===== src/rtl/bram_tx_packet_reader_if.sv =====
// Bundle of the command, BRAM read port and AXI4-Stream master signals
// of the TX BRAM packet reader. The master modport is the reader side,
// the slave modport is the environment (BRAM, serializer, control).
interface bram_tx_packet_reader_if #(
    parameter int DATA_W = 32,
    parameter int ADDR_W = 13,
    parameter int LEN_W  = 11
);
    logic              start;
    logic [ADDR_W-1:0] base_addr;
    logic [LEN_W-1:0]  len;
    logic              bram_en;
    logic [ADDR_W-1:0] bram_addr;
    logic [DATA_W-1:0] bram_dout;
    logic [DATA_W-1:0] m_axis_tdata;
    logic              m_axis_tvalid;
    logic              m_axis_tready;
    logic              m_axis_tlast;
    logic              busy;
    logic              done;
    logic              err_len;

    modport master (
        input  start, base_addr, len, bram_dout, m_axis_tready,
        output bram_en, bram_addr, m_axis_tdata, m_axis_tvalid, m_axis_tlast,
               busy, done, err_len
    );

    modport slave (
        output start, base_addr, len, bram_dout, m_axis_tready,
        input  bram_en, bram_addr, m_axis_tdata, m_axis_tvalid, m_axis_tlast,
               busy, done, err_len
    );
endinterface


===== src/rtl/bram_tx_packet_reader.sv =====
// TX BRAM packet reader: on an accepted start it reads len words from the
// TX BRAM (1-cycle read latency) starting at base_addr and streams them on
// an AXI4-Stream master through a 2-entry output FIFO with full backpressure.
module bram_tx_packet_reader #(
    parameter int DATA_W    = 32,
    parameter int ADDR_W    = 13,
    parameter int LEN_W     = 11,
    parameter int LIMIT_LEN = 1024
) (
    input  logic                    aclk,
    input  logic                    aresetn,
    bram_tx_packet_reader_if.master bus
);

    localparam logic [LEN_W-1:0] LIMIT_LEN_L = LEN_W'(LIMIT_LEN);

    typedef enum logic [1:0] {
        ST_IDLE = 2'd0,
        ST_READ = 2'd1,
        ST_DONE = 2'd2
    } state_t;

    state_t            state_r;
    state_t            state_nxt_s;

    logic [ADDR_W-1:0] rd_addr_r;
    logic [LEN_W-1:0]  rd_left_r;
    logic [LEN_W-1:0]  tx_left_r;
    logic              inflight_r;
    logic [DATA_W-1:0] fifo0_r;
    logic [DATA_W-1:0] fifo1_r;
    logic              wr_ptr_r;
    logic              rd_ptr_r;
    logic [1:0]        buf_cnt_r;
    logic              err_len_r;

    logic              len_ok_s;
    logic              start_ok_s;
    logic              tvalid_s;
    logic              pop_s;
    logic [2:0]        occ_s;
    logic              bram_en_s;
    logic [ADDR_W-1:0] bram_addr_s;
    logic [DATA_W-1:0] head_s;
    logic [DATA_W-1:0] tdata_s;
    logic              tlast_s;
    logic              busy_s;
    logic              done_s;

    assign len_ok_s   = (bus.len != {LEN_W{1'b0}}) && (bus.len <= LIMIT_LEN_L);
    assign start_ok_s = (state_r == ST_IDLE) && bus.start && len_ok_s;

    // State register.
    always_ff @(posedge aclk or negedge aresetn) begin
        if (!aresetn) begin
            state_r <= ST_IDLE;
        end else begin
            state_r <= state_nxt_s;
        end
    end

    // Next-state logic: leave READ on the handshake of the final word.
    always_comb begin
        state_nxt_s = state_r;
        case (state_r)
            ST_IDLE: state_nxt_s = start_ok_s ? ST_READ : ST_IDLE;
            ST_READ: state_nxt_s = (pop_s && tlast_s) ? ST_DONE : ST_READ;
            ST_DONE: state_nxt_s = ST_IDLE;
            default: state_nxt_s = ST_IDLE;
        endcase
    end

    // Output/issue logic. A word leaving the FIFO this cycle frees its slot
    // for a read issued in the same cycle; without that credit a 2-entry FIFO
    // behind a 1-cycle BRAM could not sustain one word per cycle.
    always_comb begin
        tvalid_s    = (buf_cnt_r != 2'd0);
        pop_s       = tvalid_s && bus.m_axis_tready;
        occ_s       = {1'b0, buf_cnt_r} + {2'b00, inflight_r} - {2'b00, pop_s};
        bram_en_s   = (state_r == ST_READ) && (rd_left_r != {LEN_W{1'b0}}) && (occ_s < 3'd2);
        bram_addr_s = bram_en_s ? rd_addr_r : {ADDR_W{1'b0}};
        head_s      = rd_ptr_r ? fifo1_r : fifo0_r;
        tdata_s     = tvalid_s ? head_s : {DATA_W{1'b0}};
        tlast_s     = tvalid_s && (tx_left_r == LEN_W'(1));
        busy_s      = 1'b0;
        done_s      = 1'b0;
        case (state_r)
            ST_IDLE: begin
                busy_s = 1'b0;
                done_s = 1'b0;
            end
            ST_READ: busy_s = 1'b1;
            ST_DONE: done_s = 1'b1;
            default: begin
                busy_s = 1'b0;
                done_s = 1'b0;
            end
        endcase
    end

    // Read address/count: load on accepted start, advance per issued read
    // (address wraps naturally at 2**ADDR_W).
    always_ff @(posedge aclk or negedge aresetn) begin
        if (!aresetn) begin
            rd_addr_r <= {ADDR_W{1'b0}};
            rd_left_r <= {LEN_W{1'b0}};
        end else if (start_ok_s) begin
            rd_addr_r <= bus.base_addr;
            rd_left_r <= bus.len;
        end else if (bram_en_s) begin
            rd_addr_r <= rd_addr_r + ADDR_W'(1);
            rd_left_r <= rd_left_r - LEN_W'(1);
        end else begin
            rd_addr_r <= rd_addr_r;
            rd_left_r <= rd_left_r;
        end
    end

    // Words still to be handed to the stream; drives tlast.
    always_ff @(posedge aclk or negedge aresetn) begin
        if (!aresetn) begin
            tx_left_r <= {LEN_W{1'b0}};
        end else if (start_ok_s) begin
            tx_left_r <= bus.len;
        end else if (pop_s) begin
            tx_left_r <= tx_left_r - LEN_W'(1);
        end else begin
            tx_left_r <= tx_left_r;
        end
    end

    // Read-in-flight flag and rejected-start pulse.
    always_ff @(posedge aclk or negedge aresetn) begin
        if (!aresetn) begin
            inflight_r <= 1'b0;
            err_len_r  <= 1'b0;
        end else begin
            inflight_r <= bram_en_s;
            err_len_r  <= (state_r == ST_IDLE) && bus.start && !len_ok_s;
        end
    end

    // Two-entry output FIFO: BRAM data is written the cycle after its read.
    always_ff @(posedge aclk or negedge aresetn) begin
        if (!aresetn) begin
            fifo0_r   <= {DATA_W{1'b0}};
            fifo1_r   <= {DATA_W{1'b0}};
            wr_ptr_r  <= 1'b0;
            rd_ptr_r  <= 1'b0;
            buf_cnt_r <= 2'd0;
        end else begin
            if (inflight_r) begin
                if (wr_ptr_r) begin
                    fifo1_r <= bus.bram_dout;
                end else begin
                    fifo0_r <= bus.bram_dout;
                end
                wr_ptr_r <= ~wr_ptr_r;
            end else begin
                wr_ptr_r <= wr_ptr_r;
            end
            rd_ptr_r <= pop_s ? ~rd_ptr_r : rd_ptr_r;
            case ({inflight_r, pop_s})
                2'b10:   buf_cnt_r <= buf_cnt_r + 2'd1;
                2'b01:   buf_cnt_r <= buf_cnt_r - 2'd1;
                default: buf_cnt_r <= buf_cnt_r;
            endcase
        end
    end

    assign bus.bram_en       = bram_en_s;
    assign bus.bram_addr     = bram_addr_s;
    assign bus.m_axis_tvalid = tvalid_s;
    assign bus.m_axis_tdata  = tdata_s;
    assign bus.m_axis_tlast  = tlast_s;
    assign bus.busy          = busy_s;
    assign bus.done          = done_s;
    assign bus.err_len       = err_len_r;

endmodule


===== src/flat_wrapper.sv =====
// flat-port wrapper written by rule: the top's interface ports become plain ports
module bram_tx_packet_reader_flat 
#(
    parameter int DATA_W    = 32,
    parameter int ADDR_W    = 13,
    parameter int LEN_W     = 11,
    parameter int LIMIT_LEN = 1024
)
  (aclk, aresetn, bus_start, bus_base_addr, bus_len, bus_bram_dout, bus_m_axis_tready, bus_bram_en, bus_bram_addr, bus_m_axis_tdata, bus_m_axis_tvalid, bus_m_axis_tlast, bus_busy, bus_done, bus_err_len);
  bram_tx_packet_reader_if #(.DATA_W(DATA_W), .ADDR_W(ADDR_W), .LEN_W(LEN_W)) bus_i ();
  input  logic aclk;
  input  logic aresetn;
  input wire logic [$bits(bus_i.start)-1:0] bus_start;
  input wire logic [$bits(bus_i.base_addr)-1:0] bus_base_addr;
  input wire logic [$bits(bus_i.len)-1:0] bus_len;
  input wire logic [$bits(bus_i.bram_dout)-1:0] bus_bram_dout;
  input wire logic [$bits(bus_i.m_axis_tready)-1:0] bus_m_axis_tready;
  output wire logic [$bits(bus_i.bram_en)-1:0] bus_bram_en;
  output wire logic [$bits(bus_i.bram_addr)-1:0] bus_bram_addr;
  output wire logic [$bits(bus_i.m_axis_tdata)-1:0] bus_m_axis_tdata;
  output wire logic [$bits(bus_i.m_axis_tvalid)-1:0] bus_m_axis_tvalid;
  output wire logic [$bits(bus_i.m_axis_tlast)-1:0] bus_m_axis_tlast;
  output wire logic [$bits(bus_i.busy)-1:0] bus_busy;
  output wire logic [$bits(bus_i.done)-1:0] bus_done;
  output wire logic [$bits(bus_i.err_len)-1:0] bus_err_len;
  assign bus_i.start = bus_start;
  assign bus_i.base_addr = bus_base_addr;
  assign bus_i.len = bus_len;
  assign bus_i.bram_dout = bus_bram_dout;
  assign bus_i.m_axis_tready = bus_m_axis_tready;
  assign bus_bram_en = bus_i.bram_en;
  assign bus_bram_addr = bus_i.bram_addr;
  assign bus_m_axis_tdata = bus_i.m_axis_tdata;
  assign bus_m_axis_tvalid = bus_i.m_axis_tvalid;
  assign bus_m_axis_tlast = bus_i.m_axis_tlast;
  assign bus_busy = bus_i.busy;
  assign bus_done = bus_i.done;
  assign bus_err_len = bus_i.err_len;
  bram_tx_packet_reader #(.DATA_W(DATA_W), .ADDR_W(ADDR_W), .LEN_W(LEN_W), .LIMIT_LEN(LIMIT_LEN)) u_core (.aclk(aclk), .aresetn(aresetn), .bus(bus_i));
endmodule

===== config.mk =====
export PLATFORM = sky130hd
export DESIGN_NAME = bram_tx_packet_reader_flat
export DESIGN_NICKNAME = d
export VERILOG_FILES = /design/src/rtl/bram_tx_packet_reader_if.sv /design/src/rtl/bram_tx_packet_reader.sv /design/src/flat_wrapper.sv
export SDC_FILE = /design/constraint.sdc
export NUM_CORES = 1
export LEC_CHECK = 0
export ABC_CLOCK_PERIOD_IN_PS = 3500
export CORE_ASPECT_RATIO = 1.2
export CORE_UTILIZATION = 52
export DETAILED_ROUTE_END_ITERATION = 7
export HOLD_SLACK_MARGIN = 0.03
export PLACE_DENSITY = 0.81
export SLEW_MARGIN = 5
export SYNTH_ARGS = -nofsm -noshare
export SYNTH_HDL_FRONTEND = slang
export SYNTH_SLANG_ARGS = --single-unit

===== constraint.sdc =====
create_clock -name aclk -period 3.5 [get_ports aclk]
set_input_delay 0.875 -clock aclk [delete_from_list [all_inputs] [get_ports aclk]]
set_output_delay 0.875 -clock aclk [all_outputs]
set_load 0.02 [all_outputs]

### Yosys cells after proc, flatten, opt, wreduce, memory -nomap -nowiden

Index checks and enable logic that the tools add are counted.

| storage, ports and cells | value |
|---|---|
| word-level logic and storage cells | 61 |
| input bits | 60 |
| output and inout port bits | 51 |
| register bits after elaboration | 107 |

| operators by class | value |
|---|---|
| reduce and logical (&&, ||, !) cells | 19 |
| equality and inequality tests | 5 |
| $lt $le $gt $ge | 2 |
| bitwise operators | 2 |
| add/sub/neg operators | 7 |
| multiplexer cells | 15 |

Operator list:

| operator | count |
|---|---|
| 32-bit 2-to-1 mux | 2 |
| 11-bit 2-to-1 mux | 4 |
| 13-bit 2-to-1 mux | 3 |
| 11-bit nonzero test | 2 |
| 11-bit by 1-bit subtractor with 11-bit output (second input constant) | 2 |
| 13-bit by 1-bit adder with 13-bit output (second input constant) | 1 |
| 11-bit by 1-bit == test with 1-bit output (second input constant) | 1 |
| 11-bit less-or-equal comparator (second input constant) | 1 |
| 1-bit logical AND | 9 |
| 2-bit one-hot mux with 2 select lines | 2 |
| 2-bit nonzero test | 4 |
| 2-bit by 1-bit == test with 1-bit output (second input constant) | 2 |
| 2-bit == test (second input constant) | 2 |
| 2-bit AND reduction | 2 |
| 2-bit by 1-bit adder with 3-bit output | 1 |
| 3-bit by 2-bit less-than comparator with 1-bit output (second input constant) | 1 |
| 1-bit 2-to-1 mux | 3 |
| 3-bit by 1-bit subtractor with 3-bit output | 1 |
| 2-bit by 1-bit adder with 2-bit output (second input constant) | 1 |
| 2-bit zero test | 1 |
| 2-bit 2-to-1 mux | 1 |
| 1-bit inverter | 2 |
| 2-bit by 1-bit subtractor with 2-bit output (second input constant) | 1 |
| 1-bit zero test | 1 |

### Longest topological paths before layout

Gate-level depths: netlist (run 1).

| logic depth | value |
|---|---|
| depth after elaboration | 7 |
| depth in mapped cells | 12 |
| gate-level depth less buffers | 9 |

### Worst setup path before layout (run 1)

No wires, ideal clock.

| timing path | value |
|---|---|
| kind | input to output |
| start point | in bus_m_axis_tready |
| end point | out bus_bram_addr[4] |
| buffers on the path | 2 |
| path slack | 0.036 ns |
| data required time | 2.625 ns |
| stages | 9 |
| arrival time | 2.589 ns |
| cell sequence | o21ai_1 nor2_1 fa_1 xnor2_1 and3_1 buf_2 nand2_2 clkbuf_1 nor2_1 |

| between the ends | value |
|---|---|
| longest elaborated chain between the ends | 5 |

RTL lines:

| element | line | source |
|---|---|---|
| start, declared | flat_wrapper.sv:17 | `input wire logic [$bits(bus_i.m_axis_tready)-1:0] bus_m_axis_tready;` |
| 1-bit logical AND | bram_tx_packet_reader.sv:78 | `pop_s = tvalid_s && bus.m_axis_tready;` |
| 3-bit by 1-bit subtractor with 3-bit output | bram_tx_packet_reader.sv:79 | `occ_s = {1'b0, buf_cnt_r} + {2'b00, inflight_r} - {2'b00, pop_s};` |
| 3-bit by 2-bit less-than comparator with 1-bit output | bram_tx_packet_reader.sv:80 | `bram_en_s = (state_r == ST_READ) && (rd_left_r != {LEN_W{1'b0}}) && (occ_s < 3'd2);` |
| 1-bit logical AND | bram_tx_packet_reader.sv:80 |  |
| 13-bit 2-to-1 mux | bram_tx_packet_reader.sv:81 | `bram_addr_s = bram_en_s ? rd_addr_r : {ADDR_W{1'b0}};` |
| end, declared | flat_wrapper.sv:19 | `output wire logic [$bits(bus_i.bram_addr)-1:0] bus_bram_addr;` |

No other way between the ends.

### Worst setup path after layout (run 1)

| timing path | value |
|---|---|
| start point | in bus_m_axis_tready |
| end point | out bus_bram_addr[10] |

Same word-level chain as after synthesis.

==> impl_metrics.py, run 1 <==
metrics = {
    "run_status": {
        "status": "complete, no violations",
    },
    "yosys": {
        "synth_area_leader_cell": "dfrtp_1",
        "synth_flop_cell": "dfrtp_1",
        "ys_seq_elements": 107,
        "syn_inst": 488,
        "synth_compound_area_share_pct": 8.23,
        "synth_edf_count": 0,
        "synthTopCellsByArea": "dfrtp_1, mux2_2, mux2i_1",
        "synth_fa_ha_area_share_pct": 1.29,
        "synth_nets": 553,
        "yosysMostFrequentCell": "dfrtp_1",
        "synth_mux_area_share_pct": 20.5,
        "yosys.area_share.simple_pct": 14.8,
        "synth_seq_area_share_pct": 49.2,
        "synth_cell_types": 55,
        "syn_area_um2": 5440,
        "async_reset_ff_share_pct": 100,
        "synth_top_family_by_area": "multiplexers",
        "synth_xor_area_share_pct": 2.58,
        "synth_top_area_share_pct": 49.2,
        "synth_warnings": 0,
        "synth_area_per_cell_um2": 11.1,
        "synthTopCellsByCount": "dfrtp_1, mux2_2, nor2_1, mux2i_1, nand2_1",
    },
    "setup_path": {
        "crit_path_start_kind": "input pin",
        "critPathBufInv": 3,
        "crit_type": "in2out",
        "critPathMaxStageDelay_ps": 530,
        "path_max_fanout": 12,
        "required_ps": 2620,
        "critical-path-top-delay-family": "adder cells",
        "critPathArrivalTime_ps": 2570,
        "end_kind": "primary output",
        "slowest_stage": "fa_2",
        "cp_cell_sequence": "clkdlybuf4s15_2, xor2_1, nand2_1, fa_2, and3_4, buf_12, and3_1, buf_2",
    },
    "route": {
        "drt-total-wl_um": 12200,
        "drtIter0Drc": 181,
        "ant_nets": 0,
        "drc": 0,
        "firstDrtPassIters": 4,
        "wire_per_inst_um": 16.8,
        "via_per_inst": 5.70,
        "via_count": 4147,
    },
    "clock_network": {
        "cts_tree": "yes",
        "ctsHoldBuffers": 0,
        "clk_pin_slew_worst_paths_ps": 70,
        "clock_sinks": 107,
        "cts_buffer_depth": 2,
        "cts_buffers": 9,
        "root_buffer": "clkbuf_16",
        "insertion_delay_ps": 350,
        "cts.htree.levels": 3,
        "cts_setup_buffers": 0,
    },
    "grt": {
        "grt_pass1_wl_um": 20100,
        "antenna_found_initial": 0,
        "grt_usage_pct": 23.8,
        "grt_pass1_vias": 4254,
        "grt_max_degree": 38,
        "overflow": 0,
    },
    "pwr": {
        "cellLeakagePower_nw": 3.04,
        "power_density_nw_per_um2": 1080,
        "peakVddDrop_mv": 0.904,
    },
    "cells_and_area": {
        "drive_gt1_share_pct": 21.5,
        "antennaDiodeCount": 0,
        "final_nets": 661,
        "design_area_um2": 7000,
        "multi_input_area_um2": 2610,
        "fill_cells": 748,
        "register_area_um2": 2680,
        "area_growth_pct": 28.6,
    },
    "sta": {
        "fin_crit_ps": 3440,
        "fin_worst_skew_ps": 8.97,
        "setup_viol": 0,
        "tightest_slew_ps": 985,
        "drv_slew": 0,
        "period_share_pct": 98.3,
        "timing.fmax_ghz": 0.291,
        "finalHoldViolCount": 0,
        "slew_headroom_pct": 34.2,
        "fin_ws_ps": 58.1,
    },
    "floorplanning": {
        "num_rows": 40,
        "core-area_um2": 10100,
        "initial_core_util_pct": 53.8,
        "die_x_um": 95.4,
        "die_h_um": 114,
        "io_pins": 111,
        "die_area_um2": 10900,
    },
    "placement": {
        "globalplace.congestion": 0.883,
        "place_area_um2": 6730,
        "port_buffers": 110,
        "post-place-ws_ps": -888,
        "dpl.hpwl_um": 8560,
    },
    "worst_hold_path": {
        "worstHoldPathType": "in2async",
    },
    "job": {
        "maxCapViolCount": 0,
    },
}
worst reg2reg max path, delay by kind of cell, from the launching register on:
family	cells	cell delay (ps)
adders and majority gates	1	530
DFF	1	440
and+or+nand+nor	3	410
muxes	1	380
buffers and inverters	2	320
AOI/OAI and AO/OA	1	290
xor gates and xnor gates	1	190
placed cells by master (no fill, tap or decap), drive strengths merged, types with 5 or more instances in the layout:
cell type	n
and3	17
xnor2	9
a21oi	9
mux2	68
clkdlybuf4s50	94
dfrtp	107
clkbuf	10
xor2	7
a221o	12
nor4	5
nand3	13
nand4	7
nand2	24
buf	31
nor3	14
o21ai	19
inv	12
nand2b	9
nor2	47
mux2i	35
where the power goes:
part	internal [W]	total (W)	switching (W)
clock	0.000558	0.00102	0.000464
sequential	0.00185	0.00230	0.000451
combinational	0.00207	0.00420	0.00213
total	0.00448	0.00752	0.00304
cells by family after synthesis:
group,Yosys count
flops,107
buf+inv,41
xor+xnor,16
mux,103
fa+ha+maj,5
simple gates,154
compound gates,62
worst paths after layout:
check,from,endpoint,slack [ps],cells after the start
max in group asynchronous,aresetn,u_core.rd_ptr_r,2270,2
max,bus_m_axis_tready,bus_bram_addr[10],60,8
min in group aclk,u_core.fifo0_r[27],u_core.fifo0_r[27],490,1
min,aresetn,u_core.fifo1_r[9],460,1
max reg2reg,u_core.inflight_r,u_core.rd_addr_r[9],820,9
min reg2reg,u_core.fifo0_r[27],u_core.fifo0_r[27],490,1
through the flow:
stage	hold slack, ps	instances	total power, W	setup TNS [ps]	utilization [%]
floorplan	449	488	0.00496	0	-
global placement	466	711	0.00642	-12350	66.6
detailed placement	477	711	0.00657	-14340	66.6
CTS	482	727	0.00754	0	69.0
global route	500	727	0.00804	-80.0	69.2
finish	465	727	0.00752	0	69.2
repair_timing:
item / 4_1_cts / 5_1_grt
pin swaps: 1 / 2
gates resized for setup: 58 / 10
endpoints found under the setup margin: 14 / 15
flip-flops by register name, summed over array words and instances, names as in the netlist:
register and count:
u_core.rd_left_r 11, u_core.rd_addr_r 13, u_core.state_r 2, u_core.inflight_r 1
u_core.wr_ptr_r 1, u_core.rd_ptr_r 1, u_core.tx_left_r 11, u_core.buf_cnt_r 2
u_core.fifo1_r 32, u_core.bus.err_len 1, u_core.fifo0_r 32
per-layer routing:
layer	track usage [%]	up-vias	wire length, um
li1	-	1975	-
met1	29.9	2041	5230
met4	10.5	0	228
met3	3.53	17	608
met5	0	-	0
met2	40.2	114	6160
layout make-up:
cell class / instances / area share (%)
flip-flops and latches: 107 / 38.3
multi-input cells: 340 / 37.3
repair buffers: 127 / 17.3
clock buffers: 9 / 3.22
well taps: 126 / 2.25
clock inverters: 7 / 1.09
inverters: 11 / 0.590
Power figures use the tool's default switching activity.
==> inputs of run 2 (changes only) <==
--- a/config.mk
+++ b/config.mk
@@ -5,12 +5,13 @@
 export SDC_FILE = /design/constraint.sdc
 export NUM_CORES = 1
 export LEC_CHECK = 0
+export ABC_AREA = 1
 export ABC_CLOCK_PERIOD_IN_PS = 3500
 export CORE_ASPECT_RATIO = 1.2
 export CORE_UTILIZATION = 52
 export DETAILED_ROUTE_END_ITERATION = 7
 export HOLD_SLACK_MARGIN = 0.03
-export PLACE_DENSITY = 0.81
+export PLACE_DENSITY = 0.8
 export SLEW_MARGIN = 5
 export SYNTH_ARGS = -nofsm -noshare
 export SYNTH_HDL_FRONTEND = slang
==> run 2 against run 1 <==
  * Setup slack improved by 47 ps
  * Wire length grew 14%
  * Non-clock buffer count increased by 1
  * Flip-flop and latch count unchanged
  * Utilization shrank 0.31 points
  * Highest routed layer unchanged
  * Largest power group unchanged
==> impl_metrics.py, run 2 <==
metrics = {
    "setup_path": {
        "crit_top_cell": "nor2_4",
        "critPathBufInv": 4,
        "crit_type": "in2out",
        "end_kind": "primary output",
        "critPathMaxStageDelay_ps": 530,
        "critical-path-top-delay-family": "simple AND/OR/NAND/NOR gates",
        "required_ps": 2620,
        "worstRegToRegCells": 16,
        "slowest_stage": "fa_2",
        "critPathArrivalTime_ps": 2520,
        "worstReg2RegEnd": "u_core.rd_left_r[0]",
        "r2r-start": "u_core.buf_cnt_r[0]",
        "path_max_fanout": 8,
        "r2r_slack_ps": 930,
        "crit_path_start_kind": "input pin",
        "cp_cell_sequence": "buf_2, nand2_4, inv_2, nor2_4, o21ai_2, fa_2, nand2_2, nor2_4, buf_12, nand2_8, nor2_4, buf_6",
    },
    "pwr": {
        "power.total_w": 0.00755,
        "power_density_nw_per_um2": 1040,
        "peakVddDrop_mv": 1.02,
        "cellLeakagePower_nw": 3.45,
    },
    "route": {
        "wire_per_inst_um": 14.5,
        "ant_nets": 0,
        "drc": 0,
        "drt-total-wl_um": 14000,
        "via_per_inst": 5.46,
        "firstDrtPassIters": 6,
        "via_count": 5258,
        "drtIter0Drc": 268,
    },
    "yosys": {
        "synth_top_area_share_pct": 47.6,
        "syn_inst": 727,
        "synth_area_leader_cell": "dfrtp_1",
        "syn_area_um2": 5630,
        "synth_area_per_cell_um2": 7.74,
        "synth_seq_area_share_pct": 47.6,
        "synth_cell_types": 33,
        "synthTopCellsByArea": "dfrtp_1, nand2_1, nand3_1",
        "synth_warnings": 0,
        "synthTopCellsByCount": "nand2_1, dfrtp_1, nand3_1, inv_1, o21ai_0",
        "synth_edf_count": 0,
        "async_reset_ff_share_pct": 100,
        "yosysMostFrequentCell": "nand2_1",
        "synth_flop_cell": "dfrtp_1",
        "synth_nets": 792,
        "ys_seq_elements": 107,
    },
    "grt": {
        "grt_usage_pct": 25.3,
        "overflow": 0,
        "grt_pass1_wl_um": 22900,
        "antenna_found_initial": 0,
        "grt_max_degree": 66,
        "grt_pass1_vias": 5074,
    },
    "job": {
        "maxCapViolCount": 0,
    },
    "clock_network": {
        "root_buffer": "clkbuf_16",
        "ctsHoldBuffers": 0,
        "cts_buffer_depth": 2,
        "clk_pin_slew_worst_paths_ps": 70,
        "insertion_delay_ps": 350,
        "clock_sinks": 107,
        "cts.htree.levels": 3,
        "cts_tree": "yes",
        "cts_buffers": 9,
    },
    "floorplanning": {
        "initial_core_util_pct": 53.5,
        "die_area_um2": 11200,
        "die_h_um": 116,
        "core-area_um2": 10500,
        "num_rows": 41,
        "die_x_um": 97.0,
        "io_pins": 111,
    },
    "cells_and_area": {
        "reg_top3": "u_core.fifo0_r: 32 flops, u_core.fifo1_r: 32 flops, u_core.rd_addr_r: 13 flops",
        "final_cells": 963,
        "antennaDiodeCount": 0,
        "layout_common_cells": "nand2_1, dfrtp_1, clkdlybuf4s50_1",
        "drive_gt1_share_pct": 11.5,
        "final_nets": 895,
        "layout_commonest_cell": "nand2_1",
        "fin_util_pct": 68.9,
        "fill_cells": 854,
        "area_growth_pct": 28.7,
    },
    "sta": {
        "whs_ps": 484,
        "rsz0062_at_grt": "no",
        "period_share_pct": 97.0,
        "setup_viol": 0,
        "finalSetupTns_ps": 0,
        "fin_worst_skew_ps": 8.90,
        "timing.fmax_ghz": 0.295,
        "tightest_slew_ps": 1090,
        "slew_headroom_pct": 27.5,
        "finalHoldViolCount": 0,
        "drv_slew": 0,
        "fin_crit_ps": 3390,
    },
    "placement": {
        "place_inst": 944,
        "globalplace.congestion": 0.886,
        "dpl.hpwl_um": 9160,
        "port_buffers": 110,
    },
    "worst_hold_path": {
        "hold_depth": 1,
        "hp-start": "u_core.state_r[1]",
        "worstHoldPathType": "reg2reg",
        "min_to": "u_core.state_r[1]",
    },
    "run_status": {
        "status": "complete, no violations",
    },
}
==> run 2: what timing repair did <==
item	in CTS	in global routing
endpoints found under the setup margin	14	14
setup buffers	2	1
pin swaps	9	5
gates resized for setup	93	13
gates cloned	1	0
==> run 2: worst register-to-register path, stage by stage (launching register included) <==
cell	delay [ps]
dfrtp_1	400
nor2_2	140
inv_2	60
nand2_4	70
inv_2	50
nor2_4	90
o21ai_2	80
fa_2	530
nand2_2	60
nor2_4	130
buf_12	140
nand2_8	100
inv_4	70
buf_4	260
nand2_1	140
nand3_2	80
nand2_1	50
==> run 2: kinds of logic after synthesis <==
| group | count (synthesis) | synth area share (%) |
|---|---|---|
| simple gates | 383 | 30.0 |
| compound gates | 102 | 9.14 |
| fa+ha+maj | 5 | 1.25 |
| buf+inv | 105 | 8.18 |
| xor+xnor | 25 | 3.89 |
| flops | 107 | 47.6 |
==> run 2: area by class of cell <==
| type | instances | area (um^2) | area share [%] |
|---|---|---|---|
| sequential | 107 | 2680 | 37.0 |
| multi-input combinational | 516 | 2610 | 36.0 |
| timing repair buffer | 128 | 1230 | 16.9 |
| inverter | 68 | 258 | 3.56 |
| clock buffer | 13 | 250 | 3.45 |
| tap | 129 | 161 | 2.23 |
| clock inverter | 2 | 60.1 | 0.829 |
==> run 2: how the worst max path moves through the flow <==
stage | depth (start not counted) | slack [ps] | startpoint | to
finish | 12 | 110 | bus_m_axis_tready | bus_bram_addr[5]
global route | 13 | 50 | bus_m_axis_tready | bus_bram_addr[0]
CTS | 12 | 7 | bus_m_axis_tready | bus_bram_addr[7]
detailed placement | 11 | -870 | bus_m_axis_tready | bus_bram_addr[7]
global placement | 12 | -760 | bus_m_axis_tready | bus_bram_addr[0]
floorplan | 9 | 70 | bus_m_axis_tready | bus_bram_addr[10]
==> run 2: power breakdown <==
group / switching [W] / leakage (nW) / internal (W)
Sequential: 0.000416 / 1.33 / 0.00184
Clock: 0.000424 / 0.150 / 0.000644
Combinational: 0.00252 / 1.97 / 0.00171
==> run 2: layer usage <==
layer	part of all wire, %	vias to the layer above	track usage, %
li1	-	2518	-
met1	40	2492	30.8
met2	50	211	43.8
met3	7.2	37	3.86
met4	2.8	0	13.7
met5	0	-	0
==> run 2: metrics by stage <==
step | instance area [um^2] | worst slack [ps]
CTS | 7200 | 7.40
finish | 7240 | 106
global placement | 6810 | -764
detailed placement | 6810 | -872
global route | 7240 | 45.7
floorplan | 5630 | 74.7
==> inputs of run 3 (changes only) <==
--- a/config.mk
+++ b/config.mk
@@ -7,11 +7,12 @@
 export LEC_CHECK = 0
 export ABC_AREA = 1
 export ABC_CLOCK_PERIOD_IN_PS = 3500
-export CORE_ASPECT_RATIO = 1.2
+export CORE_ASPECT_RATIO = 0.6
 export CORE_UTILIZATION = 52
 export DETAILED_ROUTE_END_ITERATION = 7
 export HOLD_SLACK_MARGIN = 0.03
 export PLACE_DENSITY = 0.8
+export SKIP_LAST_GASP = 1
 export SLEW_MARGIN = 5
 export SYNTH_ARGS = -nofsm -noshare
 export SYNTH_HDL_FRONTEND = slang
==> run 3 against run 2 <==
  * Via count is 1.2% lower
  * Sequential share of layout area fell by 0.34 points
  * First-iteration DRC count grew 69%
  * Largest cell class unchanged
  * Largest power group unchanged
  * Non-clock buffer count grew 7
  * Cell area grew 0.92%
  * Setup slack lost 53 ps
  * Critical path depth did not move
  * Register-to-register slack got worse by 300 ps
  * Wire length grew 4.2%
  * Flip-flop and latch count unchanged
==> impl_metrics.py, run 3 (synthesized netlist as in run 2, its figures left out) <==
metrics = {
    "sta": {
        "finalHoldViolCount": 0,
        "whs_ps": 485,
        "drv_slew": 0,
        "fin_crit_ps": 3450,
        "setup_viol": 0,
        "tightest_slew_ps": 1070,
        "fin_ws_ps": 52.2,
        "timing.fmax_ghz": 0.290,
        "period_share_pct": 98.5,
        "fin_worst_skew_ps": 9.70,
        "slew_headroom_pct": 28.9,
    },
    "cells_and_area": {
        "area_growth_pct": 29.9,
        "design_area_um2": 7310,
        "antennaDiodeCount": 0,
        "layout_common_cells": "nand2_1, dfrtp_1, clkdlybuf4s50_1",
        "reg_top3": "u_core.fifo0_r: 32 flops, u_core.fifo1_r: 32 flops, u_core.rd_addr_r: 13 flops",
        "layout_commonest_cell": "nand2_1",
        "drive_gt1_share_pct": 11.8,
        "final_nets": 901,
    },
    "route": {
        "drc": 0,
        "firstDrtPassIters": 5,
        "drt-total-wl_um": 14600,
        "wire_per_inst_um": 14.9,
        "via_count": 5197,
        "ant_nets": 0,
        "via_per_inst": 5.32,
        "drtIter0Drc": 454,
    },
    "grt": {
        "grt_usage_pct": 26.8,
        "antenna_found_initial": 0,
        "overflow": 0,
        "grt_pass1_vias": 4826,
        "grt_pass1_wl_um": 23200,
        "grt_max_degree": 72,
    },
    "run_status": {
        "status": "complete, no violations",
    },
    "clock_network": {
        "root_buffer": "clkbuf_16",
        "clk_pin_slew_worst_paths_ps": 80,
        "cts_buffers": 9,
        "cts.htree.levels": 3,
        "cts_buffer_depth": 2,
        "cts_tree": "yes",
        "insertion_delay_ps": 350,
        "clock_sinks": 107,
    },
    "floorplanning": {
        "initial_core_util_pct": 55.2,
        "die_h_um": 82.6,
        "die_area_um2": 11300,
        "core-area_um2": 10200,
        "num_rows": 28,
        "die_x_um": 136,
        "io_pins": 111,
    },
    "job": {
        "maxCapViolCount": 0,
    },
    "worst_hold_path": {
        "worstHoldPathType": "reg2reg",
    },
    "setup_path": {
        "crit_path_start_kind": "input pin",
        "slowest_stage": "fa_2",
        "crit_type": "in2out",
        "critical-path-top-delay-family": "simple AND/OR/NAND/NOR gates",
        "cp_cell_sequence": "buf_6, nand2_8, inv_4, nor2_4, o21ai_2, fa_2, nand2_2, nor2_4, nand2_8, buf_12, nor2_4, buf_6",
        "path_max_fanout": 8,
        "critPathArrivalTime_ps": 2570,
        "crit_top_cell": "nor2_4",
        "critPathMaxStageDelay_ps": 540,
        "required_ps": 2620,
        "critPathBufInv": 4,
        "end_kind": "primary output",
    },
    "pwr": {
        "peakVddDrop_mv": 0.533,
        "cellLeakagePower_nw": 3.48,
        "power_density_nw_per_um2": 1050,
    },
    "placement": {
        "place_area_um2": 6840,
        "post-place-ws_ps": -854,
        "port_buffers": 110,
        "globalplace.congestion": 0.847,
        "dpl.hpwl_um": 9820,
    },
}
run 3: changes by cell type in the layout (fill, tap and decap cells not counted), sizes merged:
cell / change
nand2: -1
clkbuf: -2
buf: +6
clkinv: +2
clkdlybuf4s15: +1
bufinv: -1
inv: +2
run 3: path summary, 6_finish.rpt:
check / to / slack (ps) / cells past startpoint / from
setup reg to reg: u_core.rd_left_r[1] / 630 / 16 / u_core.buf_cnt_r[0]
hold / removal: u_core.state_r[1] / 490 / 1 / u_core.state_r[1]
setup / recovery: bus_bram_addr[6] / 50 / 12 / bus_m_axis_tready
hold reg to reg: u_core.state_r[1] / 490 / 1 / u_core.state_r[1]
max in group asynchronous: u_core.rd_addr_r[9] / 2140 / 2 / aresetn
min in group asynchronous: u_core.tx_left_r[10] / 660 / 1 / aresetn
run 3: through the flow:
step                      power (W)  setup TNS [ps]  std cells  utilization, %
after global routing        0.00821           -12.6        976            71.7
final                       0.00767               0        976            71.7
after floorplan             0.00480               0        727               -
after CTS                   0.00746               0        974            70.5
after detailed placement    0.00621          -11480        953            67.1
after global placement      0.00605          -10950        953            67.1
run 3: cell type report:
type,count,area [um^2]
inverters,68,260
repair buffers,135,1300
multi-input cells,515,2590
clock buffers,11,243
fillers,782,2880
clock inverters,5,67.6
flip-flops and latches,107,2680
well taps,135,169
run 3: what timing repair did:
action | CTS | global route
resized for setup | 80 | 28
hold endpoints to repair | 0 | 0
setup buffers | 5 | 2
endpoints found under the setup margin | 14 | 9
hold buffers | 0 | 0
pin swaps | 4 | 4
run 3: power breakdown:
group | switching, W | total (W) | internal, W
Sequential | 0.000423 | 0.00226 | 0.00184
Clock | 0.000464 | 0.00105 | 0.000585
Combinational | 0.00256 | 0.00436 | 0.00180
Total | 0.00345 | 0.00767 | 0.00422
run 3: routing by layer:
metal  share of wire (%)  track usage [%]  vias to the layer above
met3                 6.3             4.82                       13
li1                    -                -                     2533
met2                  47             42.6                      174
met5                   0                0                        -
met4                0.70             7.44                        0
met1                  46             37.9                     2477
